`config.mk`:
```
export PLATFORM = sky130hd
export DESIGN_NAME = sram_ctrl
export DESIGN_NICKNAME = d
export VERILOG_FILES = /design/src/rtl/sram_ctrl.sv
export SDC_FILE = /design/constraint.sdc
export NUM_CORES = 1
export LEC_CHECK = 0
export BUFFER_PORTS_ARGS = -buffer_cell sky130_fd_sc_hd__buf_2
export CORE_MARGIN = 4
export CORE_UTILIZATION = 39
export DETAILED_ROUTE_END_ITERATION = 6
export GPL_ROUTABILITY_DRIVEN = 0
export PLACE_DENSITY_LB_ADDON = 0.12
export SYNTH_ARGS = -nofsm -noshare
export SYNTH_HDL_FRONTEND = slang
export SYNTH_SLANG_ARGS = --single-unit
export TNS_END_PERCENT = 100
```
`constraint.sdc`:
```
create_clock -name clk -period 4.24 [get_ports clk]
set_input_delay 0.424 -clock clk [delete_from_list [all_inputs] [get_ports clk]]
set_output_delay 0.424 -clock clk [all_outputs]
set_load 0.05 [all_outputs]
```
`src/rtl/sram_ctrl.sv`:
```
// Bridges a 32-bit MEM-stage load/store onto a 16-bit asynchronous SRAM as two
// halfword beats (LO then HI), with optional settle cycles and a one-cycle DONE handshake.
module sram_ctrl #(
  parameter logic [31:0] BASE_ADDR   = 32'd1024,
  parameter int          WAIT_CYCLES = 2
) (
  input  logic        clk,
  input  logic        rst,
  input  logic        rd_en,
  input  logic        wr_en,
  input  logic [31:0] address,
  input  logic [31:0] write_data,
  output logic [31:0] read_data,
  output logic        ready,
  output logic [17:0] sram_addr,
  output logic [15:0] sram_dq_out,
  output logic        sram_dq_oe,
  input  logic [15:0] sram_dq_in,
  output logic        sram_we_n
);

  typedef enum logic [2:0] {IDLE, LO, HI, WAIT, DONE} state_t;

  typedef struct packed {
    logic        wr;
    logic [31:0] addr;
    logic [31:0] data;
  } req_t;

  localparam logic [3:0] WAIT_LAST = 4'(WAIT_CYCLES > 0 ? WAIT_CYCLES - 1 : 0);

  state_t      state;
  req_t        req_q;
  logic [3:0]  wait_cnt;
  logic [16:0] word_in;
  logic [16:0] word_q;

  // Window-relative word index; the subtraction wraps so addresses below the base alias high.
  assign word_in = 17'((address - BASE_ADDR) >> 2);
  assign word_q  = 17'((req_q.addr - BASE_ADDR) >> 2);

  always_ff @(posedge clk or posedge rst) begin
    if (rst) begin
      state       <= IDLE;
      req_q       <= '0;
      wait_cnt    <= '0;
      read_data   <= '0;
      sram_addr   <= '0;
      sram_dq_out <= '0;
      sram_dq_oe  <= 1'b0;
      sram_we_n   <= 1'b1;
    end else begin
      case (state)
        IDLE: begin
          if (rd_en | wr_en) begin
            state       <= LO;
            req_q.wr    <= wr_en;
            req_q.addr  <= address;
            req_q.data  <= write_data;
            sram_addr   <= {word_in, 1'b0};
            sram_dq_out <= write_data[15:0];
            sram_dq_oe  <= wr_en;
            sram_we_n   <= ~wr_en;
          end
        end
        LO: begin
          state     <= HI;
          sram_addr <= {word_q, 1'b1};
          if (req_q.wr) sram_dq_out     <= req_q.data[31:16];
          else          read_data[15:0] <= sram_dq_in;
        end
        HI: begin
          if (!req_q.wr) read_data[31:16] <= sram_dq_in;
          sram_dq_oe <= 1'b0;
          sram_we_n  <= 1'b1;
          wait_cnt   <= '0;
          state      <= (WAIT_CYCLES > 0) ? WAIT : DONE;
        end
        WAIT: begin
          if (wait_cnt == WAIT_LAST) state <= DONE;
          else                       wait_cnt <= wait_cnt + 4'd1;
        end
        DONE:    state <= IDLE;
        default: state <= IDLE;
      endcase
    end
  end

  // Idle acknowledges only when nothing is asked, so the pipeline stalls on the request cycle.
  always_comb begin
    ready = 1'b0;
    case (state)
      IDLE:    ready = ~(rd_en | wr_en);
      DONE:    ready = 1'b1;
      default: ready = 1'b0;
    endcase
  end

endmodule

```
==> flow_summary.json, run 1 <==
{
  "status": "completed",
  "std_cell_rows": 40,
  "crit_path_start_kind": "flip-flop",
  "achievable-frequency_mhz": 320.0,
  "post_layout_inst_area_um2": 5854,
  "critical_path.max_fanout": 12,
  "num-fill-cells": 1124,
  "postLayoutCoreUtil_pct": 48.94,
  "average_instance_area_after_synthesis_um2": 10.14,
  "worst_hold_path.num_cells": 3,
  "grt_setup_unrepaired": "false",
  "synthToLayoutAreaGrowth_pct": 23.07,
  "drt_pre_antenna_iters": 4,
  "crit_type": "flip-flop to flip-flop",
  "synth-async-reset-ratio_pct": 100.0,
  "clkSlewWorstSetupHoldPaths_ns": 0.07,
  "yosys.cell_count.top_type": "nand2_1",
  "leakagePower_nw": 2.852,
  "post_route_cells_drive_above_1_share_pct": 27.62,
  "clock_skew_ns": 0.006606,
  "transition_time_of_the_tightest_slew_check_pin_ns": 0.9686,
  "max_slew_headroom_pct": 35.42,
  "synth.yosys.seq_area_share_pct": 57.36,
  "vdd_ir_drop_max_uv": 456.1,
  "routed_wire_length_per_instance_um": 15.66,
  "numClockSinks": 109,
  "power_density_nw_per_um2": 977.6,
  "synth_common_cells": "nand2_1 (155), dfrtp_1 (108), mux2_1 (32)",
  "synthesis.area_um2": 4757,
  "final-hold-violation-count": 0,
  "io-pin-count": 153,
  "n_antenna_cell": 0,
  "finish.cell_count_without_fillers": 748,
  "initialDrtViolationCount": 236,
  "fp.coreArea_um2": 11960,
  "maxSlewViolCount": 0,
  "synth.yosys.warnings": 0,
  "yosys.area.top_type_share_pct": 56.81,
  "drv.max_cap_violation_count": 0,
  "final_nets": 683,
  "synth-edff-count": 0,
  "hold_class": "primary input to flip-flop",
  "clock_latency_ns": 0.35,
  "place.detailed.hpwl_um": 8139,
  "synthesis.nets": 556,
  "grt_max_degree": 80,
  "vias_per_cell": 5.070,
  "vias": 3792,
  "initial_utilization_pct": 39.77,
  "worst-r2r-cell-count": 7,
  "post-route-min-period_ns": 3.125,
  "placed_cells": 732,
  "timing.final.setup_violations": 0,
  "tritoncts.num_buffers": 9,
  "grt_use_total_pct": 17.07,
  "die_area_um2": 14030,
  "clock_path_buffers": 2,
  "cts.hold.buffers_added": 0,
  "grt_remaining_overflow": 0,
  "setup_tns_ns": 0,
  "postSynthRegisterBits": 109,
  "yosys-top-cells-area": "dfrtp_1 (57%), nand2_1 (12%), mux2_1 (7.6%)",
  "first_pass_grt_wire_length_um": 19320,
  "synth_flop_cell": "dfrtp_1",
  "cts.htree.levels": 3,
  "biggest_area_consumer_among_synthesized_cells": "dfrtp_1",
  "yosys.cell_types.count": 55,
  "route.final.wire_length_um": 11710,
  "buffer_ports.inserted": 137,
  "chipWidth_um": 118.4,
  "cp_data_required_time_ns": 4.50,
  "cts.repair_timing.setup_buffer_count": 0,
  "final_cycle_utilization_of_the_critical_path_pct": 73.71,
  "antenna_found_initial": 1,
  "netlist_instances": 469,
  "vias_in_the_first_global_route": 3791,
  "dpl-instance-area_um2": 5530,
  "remaining_drc_errors": 0,
  "final_antenna_net_count": 0,
  "post_cts.resized_instances": 0,
  "cp_data_arrival_time_ns": 3.39,
  "clk_root_buffer_cell": "clkbuf_16",
  "critPathCaptureType": "flip-flop",
  "vertical_die_dimension_um": 118.4,
  "tritoncts": "yes"
}
## per-stage QoR
step | setup WS (ns) | hold slack, ns | total power [mW]
finish | 1.115 | 0.2593 | 5.724
global route | 0.8897 | 0.2506 | 6.107
CTS | 1.113 | 0.2491 | 5.799
detailed placement | 1.133 | 0.4521 | 4.863
global placement | 1.219 | 0.4482 | 4.802
floorplan | 0.9437 | 0.4455 | 4.147
## per-layer routing
| metal | routed length [um] | vias up | track usage, % |
|---|---|---|---|
| met4 | 240 | 2 | 6.951 |
| met1 | 5280 | 1828 | 22.22 |
| met2 | 5550 | 98 | 27.44 |
| met3 | 628 | 21 | 4.115 |
| li1 | - | 1843 | - |
| met5 | 11 | - | 0 |
## final timing paths
kind | start | to | slack (ns)
hold reg to reg | sram_addr[5]$_DFFE_PP0P_ | sram_addr[5]$_DFFE_PP0P_ | 0.47
min in group asynchronous | rst | read_data[29]$_DFFE_PP0P_ | 0.31
setup reg to reg | state[0]$_DFFE_PP0P_ | sram_addr[17]$_DFFE_PP0P_ | 1.11
setup / recovery | state[0]$_DFFE_PP0P_ | sram_addr[17]$_DFFE_PP0P_ | 1.11
max in group asynchronous | rst | req_q[45]$_DFFE_PP0P_ | 2.97
hold / removal | write_data[30] | req_q[30]$_DFFE_PP0P_ | 0.26
## where the power goes
group	internal [mW]	leakage [nW]	switching [mW]	total, mW
registers	1.56	1.30	0.338	1.90
logic	0.793	1.40	2.11	2.91
clock network	0.525	0.151	0.395	0.920
## layout make-up
cell class	instances	area, um2	share of cell area [%]
Clock inverter	6	95.09	1.624
Clock buffer	10	229.0	3.911
Inverter	8	32.53	0.5557
Multi-Input combinational cell	327	1869	31.93
Timing Repair Buffer	141	715.7	12.22
Tap cell	147	183.9	3.142
Sequential cell	109	2729	46.61
## registers in the layout, summed over array words and instances, names as in the netlist
register     cells
sram_addr       18
read_data       32
wait_cnt         4
state            3
sram_we_n        1
sram_dq_oe       1
req_q           34
sram_dq_out     16
## critical path: stages (launching register included)
cell and delay, ns:
dfrtp_1 0.59, nor3b_4 0.44, mux2i_1 0.28, ha_1 0.33, or4b_4 0.51, or4b_1 0.47, a31o_1 0.22, nor3b_1 0.19
## kinds of logic (layout without fill, tap and decap cells)
kind of cell | after synthesis | after routing | synth area share, %
AND/OR/NAND/NOR | 216 | 216 | 19.60
flip-flops | 109 | 109 | 57.36
AO/OA/AOI/OAI | 65 | 65 | 9.048
multiplexers | 35 | 35 | 8.233
buffers and inverters | 33 | 165 | 3.498
XOR/XNOR | 8 | 8 | 1.473
adder cells (fa/ha/maj) | 3 | 3 | 0.7891
## cell usage in the layout, fill, tap and decap left out, drive strengths merged, types with 2 or more instances in the layout
master / Yosys / routed
nand2: 155 / 155
buf: 8 / 141
dfrtp: 108 / 108
mux2: 33 / 33
nor2: 27 / 27
a31oi: 16 / 16
o21ai: 13 / 13
clkbuf: 17 / 10
inv: 8 / 10
a22oi: 7 / 7
nand3: 6 / 6
a21oi: 6 / 6
nor3: 5 / 5
o22ai: 4 / 4
xnor2: 4 / 4
xor2: 4 / 4
o31ai: 3 / 3
or4: 3 / 3
nor4: 3 / 3
a211oi: 3 / 3
ha: 3 / 3
nor3b: 3 / 3
mux2i: 2 / 2
o32ai: 2 / 2
nand4: 2 / 2
o211ai: 2 / 2
a2111oi: 2 / 2
or3: 2 / 2
bufinv: 0 / 2
clkinvlp: 0 / 2
or3b: 2 / 2
or4b: 2 / 2
(Power assumes the default switching activity.)
==> run 2, diff against run 1 <==
--- a/config.mk
+++ b/config.mk
@@ -5,6 +5,7 @@
 export SDC_FILE = /design/constraint.sdc
 export NUM_CORES = 1
 export LEC_CHECK = 0
+export ABC_AREA = 1
 export BUFFER_PORTS_ARGS = -buffer_cell sky130_fd_sc_hd__buf_2
 export CORE_MARGIN = 4
 export CORE_UTILIZATION = 39
==> constraint.sdc (replaced) <==
create_clock -name clk -period 2.7 [get_ports clk]
set_input_delay 0.27 -clock clk [delete_from_list [all_inputs] [get_ports clk]]
set_output_delay 0.27 -clock clk [all_outputs]
set_load 0.05 [all_outputs]
==> run 2 against run 1 <==
  * Count of clock-buffer cells in the layout stayed put
  * Routed wire length is 7.0% lower
  * Sequential share of layout area is 0.27 points higher
  * Critical path depth is 5 higher
  * Register-to-register slack worse by 0.54 ns
  * Cell area is 0.58% lower
  * Maximum frequency is 47% higher
  * Setup slack worse by 0.54 ns
  * Hold slack worse by 0.19 ns
  * Clock skew is 0.0015 ns lower
  * First-iteration DRC count is 9.3% lower
  * Highest routed layer unchanged
==> flow_summary.json, run 2 <==
{
  "post_synth_fa_ha_maj_area_fraction_pct": 0.7968,
  "fp.coreArea_um2": 11610,
  "timing.final.setup_violations": 0,
  "remaining_drc_errors": 0,
  "buffer_ports.inserted": 137,
  "first_pass_grt_wire_length_um": 18600,
  "synth-edff-count": 0,
  "clk_root_buffer_cell": "clkbuf_16",
  "final-hold-violation-count": 0,
  "critical_path_slowest_stage_cell": "dfrtp_1",
  "post_cts.resized_instances": 0,
  "clock_path_buffers": 2,
  "clkSlewWorstSetupHoldPaths_ns": 0.07,
  "n_antenna_cell": 0,
  "largest_register_ffs": 34,
  "vertical_die_dimension_um": 117.9,
  "setup_tns_ns": 0,
  "vias_in_the_first_global_route": 3892,
  "vias_per_cell": 4.623,
  "yosys-top-cells-area": "dfrtp_1 (57%), nand2_1 (18%), inv_1 (3.4%)",
  "cts.htree.levels": 3,
  "cts.repair_timing.setup_buffer_count": 0,
  "grt_remaining_overflow": 0,
  "grt_setup_unrepaired": "false",
  "synth.yosys.warnings": 0,
  "route.final.wire_length_um": 10900,
  "grt_use_total_pct": 16.28,
  "max_slew_headroom_pct": 61.40,
  "cp_common_cell": "nand2_1",
  "synth_compound_gate_area_share_pct": 8.127,
  "die_area_um2": 13900,
  "tritoncts.num_buffers": 9,
  "synth_flop_cell": "dfrtp_1",
  "numClockSinks": 109,
  "synthesis.nets": 641,
  "crit_path_max_incr_delay_ns": 0.64,
  "synth.yosys.seq_area_share_pct": 57.93,
  "synth_common_cells": "nand2_1 (220), dfrtp_1 (108), inv_1 (43)",
  "final_antenna_net_count": 0,
  "mostFrequentLayoutCells": "nand2_1 (220), buf_2 (137), dfrtp_1 (108), inv_1 (42), nand3_1 (29)",
  "clock_skew_ns": 0.005129,
  "initialDrtViolationCount": 214,
  "chipWidth_um": 117.9,
  "status": "completed",
  "yosys.area_share.simple_pct": 26.03,
  "place.detailed.hpwl_um": 7680,
  "yosys.cell_count.top_type": "nand2_1",
  "transition_time_of_the_tightest_slew_check_pin_ns": 0.5790,
  "crit_path_start_kind": "flip-flop",
  "clock_latency_ns": 0.34,
  "achievable-frequency_mhz": 469.7,
  "final_cycle_utilization_of_the_critical_path_pct": 78.85,
  "vias": 3846,
  "synth_top_family_by_area": "simple AND/OR/NAND/NOR gates",
  "routed_wire_length_per_instance_um": 13.10,
  "cts.hold.buffers_added": 0,
  "initial_utilization_pct": 40.56,
  "final_nets": 771,
  "biggest_area_consumer_among_synthesized_cells": "dfrtp_1",
  "critical_path.cell_chain": "nand2_4, nand2_1, nand2_1, inv_1, ha_1, nand3_1, nor2_4, nand2_1, nand2_1, nand2_1, nand2_1, nand2_1",
  "cp_data_arrival_time_ns": 2.36,
  "tritoncts": "yes",
  "post-route-min-period_ns": 2.129,
  "drv.max_cap_violation_count": 0,
  "fin_hold_ws_ns": 0.07129,
  "crit_type": "flip-flop to flip-flop",
  "postSynthRegisterBits": 109,
  "hold_class": "primary input to asynchronous set/reset pin",
  "maxSlewViolCount": 0,
  "grt_max_degree": 110,
  "synth_mux_area_share_pct": 0,
  "netlist_instances": 554,
  "average_instance_area_after_synthesis_um2": 8.503,
  "post_route_cells_drive_above_1_share_pct": 27.14,
  "largest_register": "req_q",
  "synthToLayoutAreaGrowth_pct": 23.56,
  "drt_pre_antenna_iters": 4,
  "synthXorXnorAreaFrac_pct": 0.1859,
  "io-pin-count": 153,
  "layout_commonest_cell": "nand2_1",
  "std_cell_rows": 39,
  "yosys.area.top_type_share_pct": 57.37,
  "critPathCaptureType": "flip-flop",
  "yosys.cell_types.count": 27,
  "synthesis.area_um2": 4711,
  "synth-async-reset-ratio_pct": 100.0,
  "antenna_found_initial": 1,
  "critical_path.max_fanout": 22,
  "cp_data_required_time_ns": 2.93,
  "registers_with_the_highest_flip_flop_counts": "req_q (34), read_data (32), sram_addr (18)"
}
[run 2: cell count changes after synthesis, sizes merged, moves of 4 or more]
cell and delta:
xnor2 -4, nor2 +4, buf +8, nand3 +23
o22ai -4, mux2 -33, clkbuf -8, o21ai +38
inv +42, a21oi -6, nand2 +73, a22oi -7
[run 2: final timing paths]
check                                      start                         to  slack, ns  cells after the start
setup / recovery            state[0]$_DFFE_PP0P_  sram_addr[15]$_DFFE_PP0P_       0.57                     12
setup reg to reg            state[0]$_DFFE_PP0P_  sram_addr[15]$_DFFE_PP0P_       0.57                     12
min in group clk                  write_data[26]      req_q[26]$_DFFE_PP0P_       0.13                      3
hold reg to reg            req_q[36]$_DFFE_PP0P_      req_q[36]$_DFFE_PP0P_       0.47                      2
hold / removal                               rst   read_data[1]$_DFFE_PP0P_       0.07                      3
max in group asynchronous                    rst  sram_addr[12]$_DFFE_PP0P_       2.18                      3
[run 2: logic make-up after synthesis]
kind of cell               Yosys count
AOI/OAI and AO/OA                   71
adders and majority gates            3
and+or+nand+nor                    295
xor gates and xnor gates             1
DFF                                109
buffers and inverters               75
[run 2: critical path: cells and delay by family (launching register included)]
kind	cells	cell delay (ns)
AND/OR/NAND/NOR	10	1.08
flip-flops	1	0.64
adder cells (fa/ha/maj)	1	0.17
buffers and inverters	1	0.12
[run 2: stage by stage]
stage,std cells,utilization [%],setup slack [ns],instance area [um2]
after floorplan,554,-,0.7321,4715
after global placement,816,47.46,0.6360,5512
after detailed placement,816,47.46,0.5668,5512
after CTS,832,50.12,0.5518,5821
after global routing,832,50.12,0.3056,5821
final,832,50.12,0.5710,5821
[run 2: area by class of cell]
type                       instances  area (um2)
fill                            1145        5793
sequential                       109        2729
multi-input combinational        370        1662
timing repair buffer             144       750.7
clock buffer                      10       239.0
inverter                          50       191.4
tap                              143       178.9
clock inverter                     6       70.07
[run 2: routing by layer]
| layer | up-vias | share of wire [%] | global-route usage (%) |
|---|---|---|---|
| li1 | 1993 | - | - |
| met1 | 1723 | 44 | 20.30 |
| met2 | 113 | 46 | 25.84 |
| met3 | 15 | 8.4 | 6.007 |
| met4 | 2 | 1.7 | 6.154 |
| met5 | - | 0.064 | 0 |
Power of run 2 is not shown: default switching activity piles up to over one toggle a cycle in this logic, so the estimate is an artifact.
==> run 3, diff against run 2 <==
==> constraint.sdc (replaced) <==
create_clock -name clk -period 2.1 [get_ports clk]
set_input_delay 0.21 -clock clk [delete_from_list [all_inputs] [get_ports clk]]
set_output_delay 0.21 -clock clk [all_outputs]
set_load 0.05 [all_outputs]
==> run 3 against run 2 <==
  * The run now ends with hold timing left
  * Setup slack worse by 0.36 ns
  * Die area unchanged
  * First-iteration DRC count up 12%
  * Via count up 0.70%
==> flow_summary.json, run 3 (same netlist as run 2, synthesis figures left out) <==
{
  "tritoncts": "yes",
  "status": "finished with violations",
  "hold_class": "primary input to asynchronous set/reset pin",
  "route.final.wire_length_um": 10770,
  "drv.max_cap_violation_count": 0,
  "cp_data_arrival_time_ns": 1.68,
  "worst-r2r-cell-count": 12,
  "maxSlewViolCount": 0,
  "timing.final.setup_violations": 0,
  "fp.coreArea_um2": 11610,
  "grt_max_degree": 78,
  "drt_pre_antenna_iters": 4,
  "clkSlewWorstSetupHoldPaths_ns": 0.07,
  "tritoncts.num_buffers": 9,
  "final-hold-violation-count": 12,
  "mostFrequentLayoutCells": "nand2_1 (220), buf_2 (137), dfrtp_1 (108), inv_1 (42), nand3_1 (29)",
  "transition_time_of_the_tightest_slew_check_pin_ns": 0.6502,
  "cts.hold.buffers_added": 0,
  "vias_per_cell": 4.633,
  "critical_path.endpoint": "ready",
  "placed_cells": 821,
  "vdd_ir_drop_max_uv": 1102,
  "worstReg2RegEnd": "sram_addr[15]$_DFFE_PP0P_",
  "r2r_slack_ns": 0.27,
  "reg2reg_from": "state[1]$_DFFE_PP0P_",
  "post-route-min-period_ns": 1.893,
  "clock_path_buffers": 2,
  "finish.cell_count_without_fillers": 836,
  "largest_register": "req_q",
  "numClockSinks": 109,
  "initial_utilization_pct": 40.56,
  "initialDrtViolationCount": 240,
  "vertical_die_dimension_um": 117.9,
  "std_cell_rows": 39,
  "critical_path.max_fanout": 12,
  "multi_input_comb_area_um2": 1662,
  "n_antenna_cell": 0,
  "post_cts.resized_instances": 0,
  "final_nets": 776,
  "post_layout_inst_area_um2": 5863,
  "dpl-instance-area_um2": 5549,
  "grt_remaining_overflow": 0,
  "critPathCaptureType": "output port",
  "routed_wire_length_per_instance_um": 12.88,
  "post_route_cells_drive_above_1_share_pct": 27.56,
  "cts.repair_timing.setup_buffer_count": 0,
  "vias_in_the_first_global_route": 4006,
  "place.detailed.hpwl_um": 7783,
  "grt_setup_unrepaired": "false",
  "cts.htree.levels": 3,
  "num-fill-cells": 1141,
  "first_pass_grt_wire_length_um": 18800,
  "crit_path_start_kind": "flip-flop",
  "clock_latency_ns": 0.34,
  "setup_tns_ns": 0,
  "max_slew_headroom_pct": 56.55,
  "achievable-frequency_mhz": 528.2,
  "io-pin-count": 153,
  "layout_commonest_cell": "nand2_1",
  "grt_use_total_pct": 16.31,
  "registers_with_the_highest_flip_flop_counts": "req_q (34), read_data (32), sram_addr (18)",
  "crit_start": "state[0]$_DFFE_PP0P_",
  "violations": "hold timing",
  "cp_data_required_time_ns": 1.89,
  "vias": 3873,
  "chipWidth_um": 117.9,
  "fin_hold_ws_ns": -0.004020,
  "clock_skew_ns": 0.007078,
  "die_area_um2": 13900,
  "leakagePower_nw": 3.186,
  "clk_root_buffer_cell": "clkbuf_16",
  "final_cycle_utilization_of_the_critical_path_pct": 90.15,
  "remaining_drc_errors": 0,
  "synthToLayoutAreaGrowth_pct": 24.46,
  "buffer_ports.inserted": 137,
  "largest_register_ffs": 34,
  "crit_type": "flip-flop to output port",
  "power_density_nw_per_um2": 1992,
  "final_antenna_net_count": 0,
  "area_occupied_by_registers_um2": 2729,
  "antenna_found_initial": 1
}
-- run 3: cell type report --
type | instances | area share (%)
well taps | 143 | 3.052
inverters | 50 | 3.265
clock inverters | 6 | 1.515
flip-flops and latches | 109 | 46.54
repair buffers | 149 | 13.44
multi-input cells | 370 | 28.34
clock buffers | 9 | 3.841
-- run 3: how the worst min path moves through the flow --
stage | to | slack, ns
2_1_floorplan | req_q[16]$_DFFE_PP0P_ | 0.33
3_3_place_gp | read_data[19]$_DFFE_PP0P_ | 0.37
3_5_place_dp | read_data[0]$_DFFE_PP0P_ | 0.38
4_1_cts | read_data[0]$_DFFE_PP0P_ | 0.006
5_1_grt | req_q[48]$_DFFE_PP0P_ | 0.04
6_report | req_q[47]$_DFFE_PP0P_ | -0.004
-- run 3: critical path, cell delays in order, from the launching register on --
cell and delay, ns:
dfrtp_1 0.41, buf_4 0.19, nor2_1 0.15, nand3_1 0.16
o21ai_0 0.14, buf_2 0.30
-- run 3: layer usage --
| layer | vias to the layer above | track usage, % | wire (um) |
|---|---|---|---|
| met5 | - | 0 | 7 |
| met4 | 2 | 5.714 | 201 |
| met3 | 19 | 5.863 | 914 |
| met2 | 106 | 26.23 | 4885 |
| met1 | 1742 | 20.33 | 4758 |
| li1 | 2004 | - | - |
-- run 3: per-stage QoR --
| stage | util [%] | setup WS (ns) | total power [mW] |
|---|---|---|---|
| finish | 50.48 | 0.2069 | 11.68 |
| global route | 50.48 | 0.06047 | 12.66 |
| CTS | 50.48 | 0.1757 | 11.86 |
| detailed placement | 47.78 | 0.2735 | 10.04 |
| global placement | 47.78 | 0.2984 | 9.917 |
| floorplan | - | 0.1921 | 8.582 |
-- run 3: power by group --
part | switching [mW] | internal [mW]
registers | 0.509 | 3.15
logic | 4.67 | 1.56
clock network | 0.747 | 1.04
total | 5.93 | 5.75
